===== config.mk =====
export PLATFORM = sky130hd
export DESIGN_NAME = lc3b_mem_arbiter
export DESIGN_NICKNAME = d
export VERILOG_FILES = /design/src/rtl/lc3b_mem_arbiter.sv
export SDC_FILE = /design/constraint.sdc
export NUM_CORES = 1
export LEC_CHECK = 0
export ABC_CLOCK_PERIOD_IN_PS = 2300
export CAP_MARGIN = 15
export CORE_ASPECT_RATIO = 0.8
export CORE_MARGIN = 5
export CORE_UTILIZATION = 30
export CTS_CLUSTER_DIAMETER = 100
export DETAILED_ROUTE_END_ITERATION = 16
export PLACE_DENSITY = 0.87
export SLEW_MARGIN = 20
export SYNTH_ARGS = -nofsm -noshare
export SYNTH_HDL_FRONTEND = slang
export SYNTH_SLANG_ARGS = --single-unit

===== constraint.sdc =====
create_clock -name clk -period 2.3 [get_ports clk]
set_input_delay 0.575 -clock clk [delete_from_list [all_inputs] [get_ports clk]]
set_output_delay 0.575 -clock clk [all_outputs]
set_load 0.005 [all_outputs]

===== src/rtl/lc3b_mem_arbiter.sv =====
// lc3b_mem_arbiter: shares one downstream memory port between the IF
// (read-only) and MEM (read/write) pipeline interfaces.
// A three-state FSM serialises the requesters. The granted request is
// captured into the pmem_* registers, and the completion handshake is
// routed back only to the granted requester.
// Optional build macro ARB_ROUND_ROBIN_EN: when it is defined, contention is
// resolved by alternating the grant. When it is undefined, MEM always wins
// over IF.
module lc3b_mem_arbiter #(
  parameter int ADDR_WIDTH = 16,
  parameter int DATA_WIDTH = 16
) (
  input  logic                  clk,
  input  logic                  rst_n,
  input  logic [ADDR_WIDTH-1:0] if_memaddr,
  input  logic                  if_memread,
  input  logic [1:0]            if_mem_byte_enable,
  output logic                  if_mem_resp,
  output logic [DATA_WIDTH-1:0] if_mem_rdata,
  input  logic [ADDR_WIDTH-1:0] mem_memaddr,
  input  logic                  mem_memread,
  input  logic                  mem_memwrite,
  input  logic [DATA_WIDTH-1:0] mem_mem_wdata,
  input  logic [1:0]            mem_mem_byte_enable,
  output logic                  mem_mem_resp,
  output logic [DATA_WIDTH-1:0] mem_mem_rdata,
  output logic [ADDR_WIDTH-1:0] pmem_address,
  output logic                  pmem_read,
  output logic                  pmem_write,
  output logic [DATA_WIDTH-1:0] pmem_wdata,
  output logic [1:0]            pmem_byte_enable,
  input  logic                  pmem_resp,
  input  logic [DATA_WIDTH-1:0] pmem_rdata,
  output logic                  arb_busy
);

  typedef enum logic [1:0] {
    IDLE      = 2'd0,
    SERVE_IF  = 2'd1,
    SERVE_MEM = 2'd2
  } state_t;

  state_t state;
  logic   mem_req;
  logic   grant_mem;

  assign mem_req = mem_memread | mem_memwrite;

`ifdef ARB_ROUND_ROBIN_EN
  // last_grant: 1'b1 means MEM was served last, 1'b0 means IF
  logic last_grant;

  // Under contention, grant whichever requester was not served last
  always_comb begin
    grant_mem = 1'b0;
    if (mem_req && if_memread) begin
      grant_mem = ~last_grant;
    end else begin
      grant_mem = mem_req;
    end
  end

  // Remember the most recent grant, updated on every entry to a SERVE state
  always_ff @(posedge clk) begin
    if (!rst_n) begin
      last_grant <= 1'b0;
    end else if (state == IDLE && (mem_req || if_memread)) begin
      last_grant <= grant_mem;
    end else begin
      last_grant <= last_grant;
    end
  end
`else
  // Fixed priority: any MEM request wins over IF
  always_comb begin
    grant_mem = 1'b0;
    if (mem_req) begin
      grant_mem = 1'b1;
    end else begin
      grant_mem = 1'b0;
    end
  end
`endif

  // Arbitration FSM; captures the granted request into the pmem_* registers
  always_ff @(posedge clk) begin
    if (!rst_n) begin
      state            <= IDLE;
      pmem_address     <= {ADDR_WIDTH{1'b0}};
      pmem_wdata       <= {DATA_WIDTH{1'b0}};
      pmem_byte_enable <= 2'b00;
      pmem_read        <= 1'b0;
      pmem_write       <= 1'b0;
    end else begin
      case (state)
        IDLE: begin
          if (grant_mem) begin
            state            <= SERVE_MEM;
            pmem_address     <= mem_memaddr;
            pmem_wdata       <= mem_mem_wdata;
            pmem_byte_enable <= mem_mem_byte_enable;
            // A simultaneous read and write is illegal; the write wins
            pmem_write       <= mem_memwrite;
            pmem_read        <= mem_memread & ~mem_memwrite;
          end else if (if_memread) begin
            state            <= SERVE_IF;
            pmem_address     <= if_memaddr;
            pmem_wdata       <= {DATA_WIDTH{1'b0}};
            pmem_byte_enable <= if_mem_byte_enable;
            pmem_read        <= 1'b1;
            pmem_write       <= 1'b0;
          end else begin
            state <= IDLE;
          end
        end
        SERVE_IF, SERVE_MEM: begin
          // Hold the captured request until the downstream completes
          if (pmem_resp) begin
            state      <= IDLE;
            pmem_read  <= 1'b0;
            pmem_write <= 1'b0;
          end else begin
            state <= state;
          end
        end
        default: begin
          state      <= IDLE;
          pmem_read  <= 1'b0;
          pmem_write <= 1'b0;
        end
      endcase
    end
  end

  // Route the completion strobe and read data to the granted requester only
  always_comb begin
    if_mem_resp   = 1'b0;
    mem_mem_resp  = 1'b0;
    if_mem_rdata  = {DATA_WIDTH{1'b0}};
    mem_mem_rdata = {DATA_WIDTH{1'b0}};
    if (state == SERVE_IF && pmem_resp) begin
      if_mem_resp  = 1'b1;
      if_mem_rdata = pmem_rdata;
    end else if (state == SERVE_MEM && pmem_resp) begin
      mem_mem_resp  = 1'b1;
      mem_mem_rdata = pmem_rdata;
    end else begin
      if_mem_resp  = 1'b0;
      mem_mem_resp = 1'b0;
    end
  end

  assign arb_busy = (state != IDLE);

endmodule

## Word level (Yosys, flattened, before mapping)

Cells that the tools add are included.

- Equality and inequality tests: 4
- Muxes and demuxes: 24
- Bitwise gates (word level): 3
- Reductions and logical operators: 8

Operators by type and width:

| kind | number |
|---|---|
| $mux 16 | 7 |
| $mux 1 | 10 |
| $mux 2 | 4 |
| $pmux 1 s2 | 2 |
| $pmux 2 s2 | 1 |
| $reduce_and 2->1 | 2 |
| $reduce_bool 2->1 | 2 |
| $ne 3x3->1 const B | 1 |
| $eq 2x1->1 const B | 1 |
| $eq 2x2->1 const B | 1 |
| $logic_and 1x1->1 | 2 |
| $logic_not 2->1 | 1 |
| $ne 2x2->1 const B | 1 |
| $reduce_or 2->1 | 1 |
| $and 1x1->1 | 1 |
| $not 1->1 | 1 |
| $or 1x1->1 | 1 |

- Register bits: 38
- Output and inout port bits: 71
- Logic and storage cells: 45

## Logic depth before layout (Yosys ltp)

Gate-level depths: netlist of run 1.

- Word-level depth: 4
- Depth in mapped cells: 7
- Mapped depth without buffers: 5

## Worst setup path after synthesis of run 1

No wires, ideal clock.

- Path kind: reg2out
- Start: register state[1]
- End: output port mem_mem_rdata[10]
- Arrival time: 1.302 ns
- Slack: 0.423 ns
- Cell stages (with the launch flop): 7
- Path through: dfxtp_1 -> inv_1 -> ha_1 -> and3b_1 -> clkbuf_1 -> buf_2 -> and2_1

- Word-level cells in the longest chain between the ends: 4
- Elaborated cells on any way between the ends: 6
- Classes of those cells: eq/ne (2); mux (2); reduce/logical (2)

Ends and longest elaborated chain:

| element | RTL line | source |
|---|---|---|
| start: declaration | 43 | `state_t state;` |
| start signal: assignment | 123 | `state <= state;` |
| $eq 2x2->1 | 144 | `end else if (state == SERVE_MEM && pmem_resp) begin` |
| $logic_and 1x1->1 | 144 |  |
| $mux 16 | 144 |  |
| $mux 16 (*) | 141 | `if (state == SERVE_IF && pmem_resp) begin` |
| end: declaration | 26 | `output logic [DATA_WIDTH-1:0] mem_mem_rdata,` |

Mark *: on every way between the ends. The rest lies on a longest branch, timed or not.

## Worst setup path in the final report of run 1

- Start: input port pmem_rdata[6]
- End: output port if_mem_rdata[6]

- Word-level cells in the longest chain between the ends: 1

Ends and longest elaborated chain:

| element | RTL line | source |
|---|---|---|
| start: declaration | 33 | `input logic [DATA_WIDTH-1:0] pmem_rdata,` |
| $mux 16 | 141 |  |
| end: declaration | 19 | `output logic [DATA_WIDTH-1:0] if_mem_rdata,` |

No other way between the ends.

==> results.sh, run 1 <==
export IMPL_synth_cells=186
export IMPL_setup_viol=0
export IMPL_cts_buffer_depth=2
export IMPL_cts_num_sinks=38
export IMPL_placedCellCount=403
export IMPL_grt_pass1_wl_um=9430
export IMPL_nets=408
export IMPL_hold_viol=0
export IMPL_grt_use_total=0.156
export IMPL_skew_ns=0.00278
export IMPL_drt_iter0_markers=52
export IMPL_root_buffer="clkbuf_8"
export IMPL_initial_core_util=0.304
export IMPL_io_pins=145
export IMPL_diodes=0
export IMPL_routed_wire_length_per_instance_um=14.8
export IMPL_gp_congestion=0.786
export IMPL_relSlewSlack=0.755
export IMPL_worstPathArrival_ns=1.69
export IMPL_h_tree_depth=2
export IMPL_synth_top_area_share=0.428
export IMPL_busiest_layer="met2"
export IMPL_area_growth_pct=92.1
export IMPL_multi_input_area_um2=903
export IMPL_reg2reg_depth=6
export IMPL_timing_final_max_slew_violations=0
export IMPL_critPathBufInv=2
export IMPL_die_h_um=78.9
export IMPL_powerDensity_nw_per_um2=512
export IMPL_worstSetupPathType="in2out"
export IMPL_cp_common_cell="clkdlybuf4s50_1"
export IMPL_dr_pass1_iters=4
export IMPL_layout_drive_gt1_share=0.0934
export IMPL_rsz0062_at_grt="false"
export IMPL_max_freq_ghz=0.442
export IMPL_grt_max_degree=27
export IMPL_rows=25
export IMPL_path_depth=3
export IMPL_met1_usage=0.177
export IMPL_antenna_found_initial=0
export IMPL_core_um2=5850
export IMPL_hold_path_class="reg2reg"
export IMPL_worstMarginPinSlew_ns=0.367
export IMPL_vias=1888
export IMPL_crit_required_ns=1.73
export IMPL_fin_cells=413
export IMPL_crit_path_start_kind="input pin"
export IMPL_ys_warn_count=0
export IMPL_syn_cell_area_um2=1780
export IMPL_cap_violations=0
export IMPL_ant_nets=0
export IMPL_grt_pass1_vias=1956
export IMPL_portBuffers=144
export IMPL_crit_fanout=2
export IMPL_viasPerCell=4.57
export IMPL_vdd_ir_drop_max_mv=0.324
export IMPL_min_period_over_period=0.984
export IMPL_grtUsageMet3=0.0701
export IMPL_cts_reportedPaths_clkPinSlew_ns=0.07
export IMPL_gr_usage_met2=0.268
export IMPL_routed_wl_um=6120
export IMPL_synthTopCellsByArea="dfxtp_1, mux2i_1, a22o_1"
export IMPL_gr_total_overflow=0
export IMPL_min_period_ns=2.26
export IMPL_die_area_um2=7580
export IMPL_cpPeakStageDelay_ns=0.50
export IMPL_crit_chain="clkdlybuf4s50_1 -> and3_1 -> clkdlybuf4s50_1"
export IMPL_ys_types=27
export IMPL_cpLargestDelayFamily="buffers and inverters"
export IMPL_r2r_setup_slack_ns=0.62
export IMPL_worstReg2RegStart="state[0]$_SDFFE_PN0P_"
export IMPL_synth_seq_cells=38
export IMPL_cts_buffers=5
export IMPL_worstSkewPairLatency_ns=0.28
export IMPL_cts_hold_buffers=0
export IMPL_critical_path_startpoint="pmem_rdata[6]"
export IMPL_hold_slack_ns=0.479
export IMPL_regArea_um2=766
export IMPL_fin_ws_ns=0.0358
export IMPL_p_leak_uw=0.00173
export IMPL_nFillCells=538
export IMPL_rr_endpoint="pmem_byte_enable[0]$_SDFFE_PN0P_"
export IMPL_setup_worst_path_end="if_mem_rdata[6]"
export IMPL_die_w_um=96.1
export IMPL_end_kind="output pin"
export IMPL_place_ws_ns=-0.325
export IMPL_critPathSlowestCell="clkdlybuf4s50_1"
export IMPL_dp_hpwl_um=4840
export IMPL_yosysTopAreaCell="dfxtp_1"
export IMPL_tritoncts="yes"
export IMPL_status="finished clean"
export IMPL_route_detailed_drc=0
export IMPL_synth_nets=263
export IMPL_ys_seq_area_frac=0.428
export IMPL_tns_ns=0
export IMPL_avgSynthCellArea_um2=9.57
[worst min path at each step]
stage                                     from                          to  depth (start not counted)
floorplan                state[1]$_SDFFE_PN0P_       state[1]$_SDFFE_PN0P_                          2
global placement    pmem_wdata[9]$_SDFFE_PN0P_  pmem_wdata[9]$_SDFFE_PN0P_                          1
detailed placement  pmem_wdata[8]$_SDFFE_PN0P_  pmem_wdata[8]$_SDFFE_PN0P_                          1
CTS                      state[1]$_SDFFE_PN0P_       state[1]$_SDFFE_PN0P_                          2
global route        pmem_wdata[9]$_SDFFE_PN0P_  pmem_wdata[9]$_SDFFE_PN0P_                          1
finish              pmem_wdata[9]$_SDFFE_PN0P_  pmem_wdata[9]$_SDFFE_PN0P_                          1
[cell usage after synthesis]
cell type,number
buf_6,6
and3_4,1
and3b_1,1
ha_1,3
buf_4,1
nor2b_1,1
buf_2,3
o31a_1,1
nand2b_1,1
nor2_1,2
nor2_8,1
nand2_1,4
and2_1,17
inv_1,4
or2_4,1
a22o_1,16
o211a_1,1
a21oi_1,20
and3_1,16
or3_1,1
clkbuf_1,5
mux2i_1,18
o21ai_0,19
clkbuf_2,1
a31oi_1,1
nand3_1,3
dfxtp_1,38
[report_power, final]
part / switching [uW] / internal (uW) / total, uW
Combinational: 191 / 329 / 520
Clock: 225 / 241 / 466
Sequential: 36.1 / 729 / 765
[worst reg2reg max path: stages, from the launching register on]
cell and delay, ns:
dfxtp_4 0.36, inv_2 0.06, ha_1 0.29, o31a_1 0.35, buf_4 0.31, o21ai_0 0.12
a21oi_1 0.12
[kinds of logic after synthesis]
kind of cell | count (synthesis) | share of synthesized area
AO/OA/AOI/OAI | 58 | 0.203
flip-flops | 38 | 0.428
buffers and inverters | 20 | 0.0724
AND/OR/NAND/NOR | 49 | 0.175
multiplexers | 18 | 0.101
adder cells (fa/ha/maj) | 3 | 0.0211
[cell type report]
| type | count | area share |
|---|---|---|
| repair buffers | 154 | 0.450 |
| well taps | 81 | 0.0297 |
| inverters | 4 | 0.00439 |
| flip-flops and latches | 38 | 0.224 |
| multi-input cells | 128 | 0.264 |
| clock buffers | 6 | 0.0242 |
| clock inverters | 2 | 0.00366 |
[stage by stage]
stage	area (um^2)	utilization	total power, uW
after global placement	3270	0.559	1290
after global routing	3420	0.584	1860
final	3420	0.584	1750
after detailed placement	3270	0.559	1300
after CTS	3380	0.577	1780
after floorplan	1780	-	974
[sequential cells by signal (all words and copies together), names as in the netlist]
signal / flops
pmem_address: 16
pmem_byte_enable: 2
pmem_read: 1
pmem_wdata: 16
pmem_write: 1
state: 2
[metal layers]
metal | share of wire | vias up
met4 | 0.0090 | 0
li1 | - | 954
met3 | 0.10 | 8
met1 | 0.40 | 850
met5 | 0 | -
met2 | 0.49 | 76
[timing repair]
item	in CTS	in global routing
endpoints found under the setup margin	34	18
resized for setup	39	20
pin swaps	1	0
cloned	1	0
setup buffers	2	0
[cell usage in the layout (no fill, tap or decap), drive strengths merged]
cell type        n
or2              1
dlygate4sd2      9
o21ai           19
and2            17
nand3            3
and3            17
nor2             3
clkinv           1
clkdlybuf4s15    7
and3b            1
nor2b            1
or3              1
buf             11
clkbuf           8
a21oi           20
ha               3
a31oi            1
clkdlybuf4s50  113
nand2            4
inv              4
o211a            1
nand2b           1
dlymetal6s2s    12
mux2i           18
o31a             1
a22o            16
clkinvlp         1
dfxtp           38
(Power assumes the default switching activity.)
==> run 2: changes to the inputs <==
--- a/config.mk
+++ b/config.mk
@@ -10,9 +10,9 @@
 export CORE_ASPECT_RATIO = 0.8
 export CORE_MARGIN = 5
 export CORE_UTILIZATION = 30
-export CTS_CLUSTER_DIAMETER = 100
 export DETAILED_ROUTE_END_ITERATION = 16
 export PLACE_DENSITY = 0.87
+export SETUP_SLACK_MARGIN = 0.02
 export SLEW_MARGIN = 20
 export SYNTH_ARGS = -nofsm -noshare
 export SYNTH_HDL_FRONTEND = slang
==> results.sh, run 2 (synthesis results as in run 1) <==
export IMPL_setup_viol=0
export IMPL_core_um2=5850
export IMPL_ant_nets=0
export IMPL_status="finished clean"
export IMPL_dr_pass1_iters=4
export IMPL_multi_input_area_um2=903
export IMPL_die_w_um=96.1
export IMPL_cap_violations=0
export IMPL_drt_iter0_markers=45
export IMPL_timing_final_max_slew_violations=0
export IMPL_crit_path_start_kind="input pin"
export IMPL_min_period_ns=2.25
export IMPL_die_area_um2=7580
export IMPL_portBuffers=144
export IMPL_critPathSlowestCell="clkdlybuf4s50_1"
export IMPL_dp_hpwl_um=4840
export IMPL_crit_chain="clkdlybuf4s50_1 -> and3_1 -> clkdlybuf4s50_1"
export IMPL_viasPerCell=4.59
export IMPL_cp_common_cell="clkdlybuf4s50_1"
export IMPL_cpPeakStageDelay_ns=0.50
export IMPL_cts_buffers=5
export IMPL_layout_common_cells="clkdlybuf4s50_1, dfxtp_1, a21oi_1"
export IMPL_h_tree_depth=2
export IMPL_routed_wl_um=6150
export IMPL_hold_viol=0
export IMPL_vias=1894
export IMPL_rsz0062_at_grt="true"
export IMPL_gr_total_overflow=0
export IMPL_vdd_ir_drop_max_mv=0.323
export IMPL_p_leak_uw=0.00168
export IMPL_worstPathArrival_ns=1.68
export IMPL_end_kind="output pin"
export IMPL_layout_drive_gt1_share=0.0934
export IMPL_nFillCells=542
export IMPL_route_detailed_drc=0
export IMPL_antenna_found_initial=0
export IMPL_initial_core_util=0.304
export IMPL_crit_fanout=2
export IMPL_hold_path_class="reg2reg"
export IMPL_grt_pass1_wl_um=9470
export IMPL_cts_hold_buffers=0
export IMPL_cts_reportedPaths_clkPinSlew_ns=0.07
export IMPL_design_area_um2=3400
export IMPL_top_regs="pmem_address: 16 flops, pmem_wdata: 16 flops"
export IMPL_max_freq_ghz=0.444
export IMPL_cts_buffer_depth=2
export IMPL_routed_wire_length_per_instance_um=14.9
export IMPL_tritoncts="yes"
export IMPL_root_buffer="clkbuf_8"
export IMPL_die_h_um=78.9
export IMPL_powerDensity_nw_per_um2=515
export IMPL_hold_slack_ns=0.479
export IMPL_grt_use_total=0.157
export IMPL_diodes=0
export IMPL_area_growth_pct=91.3
export IMPL_skew_ns=0.00379
export IMPL_io_pins=145
export IMPL_worstMarginPinSlew_ns=0.374
export IMPL_regArea_um2=766
export IMPL_rows=25
export IMPL_grt_max_degree=27
export IMPL_crit_required_ns=1.73
export IMPL_grt_pass1_vias=1960
export IMPL_cts_num_sinks=38
export IMPL_relSlewSlack=0.750
export IMPL_layout_cells_most_common="clkdlybuf4s50_1"
export IMPL_min_period_over_period=0.979
export IMPL_dpl_cell_area_um2=3270
export IMPL_worstSkewPairLatency_ns=0.28
export IMPL_p_total_uw=1750
export IMPL_nets=408
export IMPL_worstSetupPathType="in2out"
export IMPL_gp_congestion=0.786
## run 2: cell types whose count changed in the layout (fill, tap and decap cells not counted), sizes merged
cell / delta
clkdlybuf4s50: -2
dlymetal6s2s: -4
dlygate4sd2: +6
## run 2: per-layer routing
metal	GRT usage	up-vias	share of wire
met5	0	-	0
met4	0.0313	0	0.0078
met3	0.0691	6	0.10
met2	0.269	78	0.49
met1	0.179	858	0.41
li1	-	952	-
## run 2: metrics by stage
step,cells,util,TNS [ns],setup slack [ns]
3_5_place_dp,403,0.559,-8.33,-0.325
6_report,413,0.582,0,0.0482
3_3_place_gp,403,0.559,-7.07,-0.265
5_1_grt,413,0.582,0,0.00943
4_1_cts,413,0.576,0,0.0212
2_1_floorplan,186,-,0,0.423
## run 2: area by class of cell
type,instances,area share
clock buffers,6,0.0243
clock inverters,2,0.00368
inverters,4,0.00441
multi-input cells,128,0.265
flip-flops and latches,38,0.225
well taps,81,0.0298
repair buffers,154,0.447
## run 2: worst max-delay path, delay by kind of cell
family / cells / cell delay [ns]
buffers and inverters: 2 / 0.96
AND/OR/NAND/NOR: 1 / 0.15
## run 2: power breakdown
| group | total, uW | switching (uW) | internal [uW] |
|---|---|---|---|
| registers | 765 | 36.2 | 729 |
| clock network | 465 | 224 | 241 |
| logic | 522 | 193 | 329 |
| total | 1750 | 453 | 1300 |
## run 2: final timing paths
check                             start                          endpoint  slack, ns  cells past startpoint
max                      pmem_rdata[11]                  if_mem_rdata[11]       0.05                      3
min          pmem_wdata[9]$_SDFFE_PN0P_        pmem_wdata[9]$_SDFFE_PN0P_       0.48                      1
max reg2reg       state[0]$_SDFFE_PN0P_  pmem_byte_enable[0]$_SDFFE_PN0P_       0.58                      6
min reg2reg  pmem_wdata[9]$_SDFFE_PN0P_        pmem_wdata[9]$_SDFFE_PN0P_       0.48                      1
## run 2: repair_timing
action	in CTS	in global routing
gates cloned	1	0
pin swaps	1	0
buffers inserted	2	0
gates resized for setup	45	17
endpoints found under the setup margin	34	15
hold endpoints to repair	0	0
==> run 3: changes to the inputs <==
--- a/config.mk
+++ b/config.mk
@@ -8,7 +8,7 @@
 export ABC_CLOCK_PERIOD_IN_PS = 2300
 export CAP_MARGIN = 15
 export CORE_ASPECT_RATIO = 0.8
-export CORE_MARGIN = 5
+export CORE_MARGIN = 8
 export CORE_UTILIZATION = 30
 export DETAILED_ROUTE_END_ITERATION = 16
 export PLACE_DENSITY = 0.87
==> results.sh, run 3 (synthesis results as in run 1) <==
export IMPL_critPathSlowestCell="dfxtp_4"
export IMPL_worstPathArrival_ns=1.64
export IMPL_die_area_um2=8670
export IMPL_gr_total_overflow=0
export IMPL_worstSetupPathType="reg2out"
export IMPL_nFillCells=544
export IMPL_critPathBufInv=3
export IMPL_h_tree_depth=2
export IMPL_diodes=0
export IMPL_rows=25
export IMPL_vias=1910
export IMPL_routed_wl_um=6560
export IMPL_end_kind="output pin"
export IMPL_grt_use_total=0.145
export IMPL_die_w_um=102
export IMPL_route_detailed_drc=0
export IMPL_place_ws_ns=-0.337
export IMPL_viasPerCell=4.61
export IMPL_grt_max_degree=22
export IMPL_status="finished clean"
export IMPL_hold_path_class="reg2reg"
export IMPL_portBuffers=144
export IMPL_cts_buffers=5
export IMPL_ant_nets=0
export IMPL_nets=409
export IMPL_cpLargestDelayFamily="buffers and inverters"
export IMPL_layout_drive_gt1_share=0.0931
export IMPL_setup_viol=0
export IMPL_dr_pass1_iters=4
export IMPL_cts_hold_buffers=0
export IMPL_core_um2=5820
export IMPL_cts_reportedPaths_clkPinSlew_ns=0.07
export IMPL_grt_pass1_vias=2003
export IMPL_layout_common_cells="clkdlybuf4s50_1, dfxtp_1, dlygate4sd2_1"
export IMPL_vdd_ir_drop_max_mv=0.272
export IMPL_cts_num_sinks=38
export IMPL_grt_pass1_wl_um=10100
export IMPL_cap_violations=0
export IMPL_wl_met1_um=2590
export IMPL_cts_buffer_depth=2
export IMPL_crit_fanout=8
export IMPL_io_pins=145
export IMPL_design_area_um2=3380
export IMPL_highest_layer="met4"
export IMPL_post_route_util=0.582
export IMPL_route_met2_wl_um=3240
export IMPL_rsz0062_at_grt="false"
export IMPL_gp_congestion=0.759
export IMPL_routed_wire_length_per_instance_um=15.8
export IMPL_p_leak_uw=0.00165
export IMPL_crit_path_start_kind="register"
export IMPL_top_regs="pmem_address: 16 flops, pmem_wdata: 16 flops"
export IMPL_hold_viol=0
export IMPL_crit_required_ns=1.73
export IMPL_tritoncts="yes"
export IMPL_fin_cells=414
export IMPL_crit_chain="inv_2 -> ha_1 -> and3b_2 -> buf_6 -> and2_1 -> dlygate4sd2_1"
export IMPL_dpl_cell_area_um2=3270
export IMPL_met3_length_um=663
export IMPL_dp_hpwl_um=5280
export IMPL_cpPeakStageDelay_ns=0.37
export IMPL_antenna_found_initial=0
export IMPL_min_period_ns=2.21
export IMPL_skew_ns=0.00462
export IMPL_initial_core_util=0.306
export IMPL_area_growth_pct=90.2
export IMPL_layout_cells_most_common="clkdlybuf4s50_1"
export IMPL_worstSkewPairLatency_ns=0.28
export IMPL_powerDensity_nw_per_um2=517
export IMPL_timing_final_max_slew_violations=0
export IMPL_max_freq_ghz=0.452
export IMPL_relSlewSlack=0.765
export IMPL_hold_slack_ns=0.482
export IMPL_root_buffer="clkbuf_8"
export IMPL_die_h_um=84.9
export IMPL_drt_iter0_markers=55
export IMPL_fin_ws_ns=0.0873
export IMPL_min_period_over_period=0.962
export IMPL_worstMarginPinSlew_ns=0.352
export IMPL_placedCellCount=403
[run 3: changes by cell type in the layout (fill, tap and decap cells not counted), sizes merged]
| cell | change |
|---|---|
| clkbuf | +1 |
| clkdlybuf4s15 | -4 |
| clkdlybuf4s50 | -1 |
| dlygate4sd2 | +9 |
| dlymetal6s2s | -4 |
[run 3: worst register-to-register path: cells and delay by family, from the launching register on]
kind,cells,cell delay [ns]
AO/OA/AOI/OAI,3,0.58
buffers and inverters,2,0.33
flip-flops,1,0.36
adder cells (fa/ha/maj),1,0.28
[run 3: power breakdown]
group	total (uW)	switching, uW	internal [uW]
clock network	465	225	241
logic	521	192	329
registers	765	36.1	729
[run 3: stage by stage]
stage	power [uW]	TNS [ns]
floorplan	974	0
global placement	1290	-7.39
detailed placement	1310	-8.59
CTS	1780	0
global route	1860	0
finish	1750	0
[run 3: worst paths after layout]
check	start	to	slack, ns	cells past startpoint
worst min-delay path	state[1]$_SDFFE_PN0P_	state[1]$_SDFFE_PN0P_	0.48	2
worst max register to register	state[0]$_SDFFE_PN0P_	pmem_address[1]$_SDFFE_PN0P_	0.68	6
worst max-delay path	state[0]$_SDFFE_PN0P_	mem_mem_rdata[9]	0.09	6
worst min register to register	state[1]$_SDFFE_PN0P_	state[1]$_SDFFE_PN0P_	0.48	2
[run 3: layer usage]
layer  track usage  vias up
li1              -      954
met1         0.158      880
met2         0.247       72
met3        0.0703        4
met4        0.0319        0
met5             0        -
[run 3: cell type report]
class                           count  area, um^2  share of cell area
Inverter                            4        15.0             0.00444
Clock buffer                        6        82.6              0.0244
Clock inverter                      2        12.5             0.00370
Multi-Input combinational cell    128         903               0.267
Timing Repair Buffer              155        1500               0.444
Sequential cell                    38         766               0.226
Tap cell                           81         101              0.0299
[run 3: timing repair]
action | in CTS | in global routing
endpoints found under the setup margin | 34 | 17
buffers inserted | 2 | 0
endpoints found under the hold margin | 0 | 0
gates cloned | 1 | 0
gates resized for setup | 41 | 15
pin swaps | 1 | 0
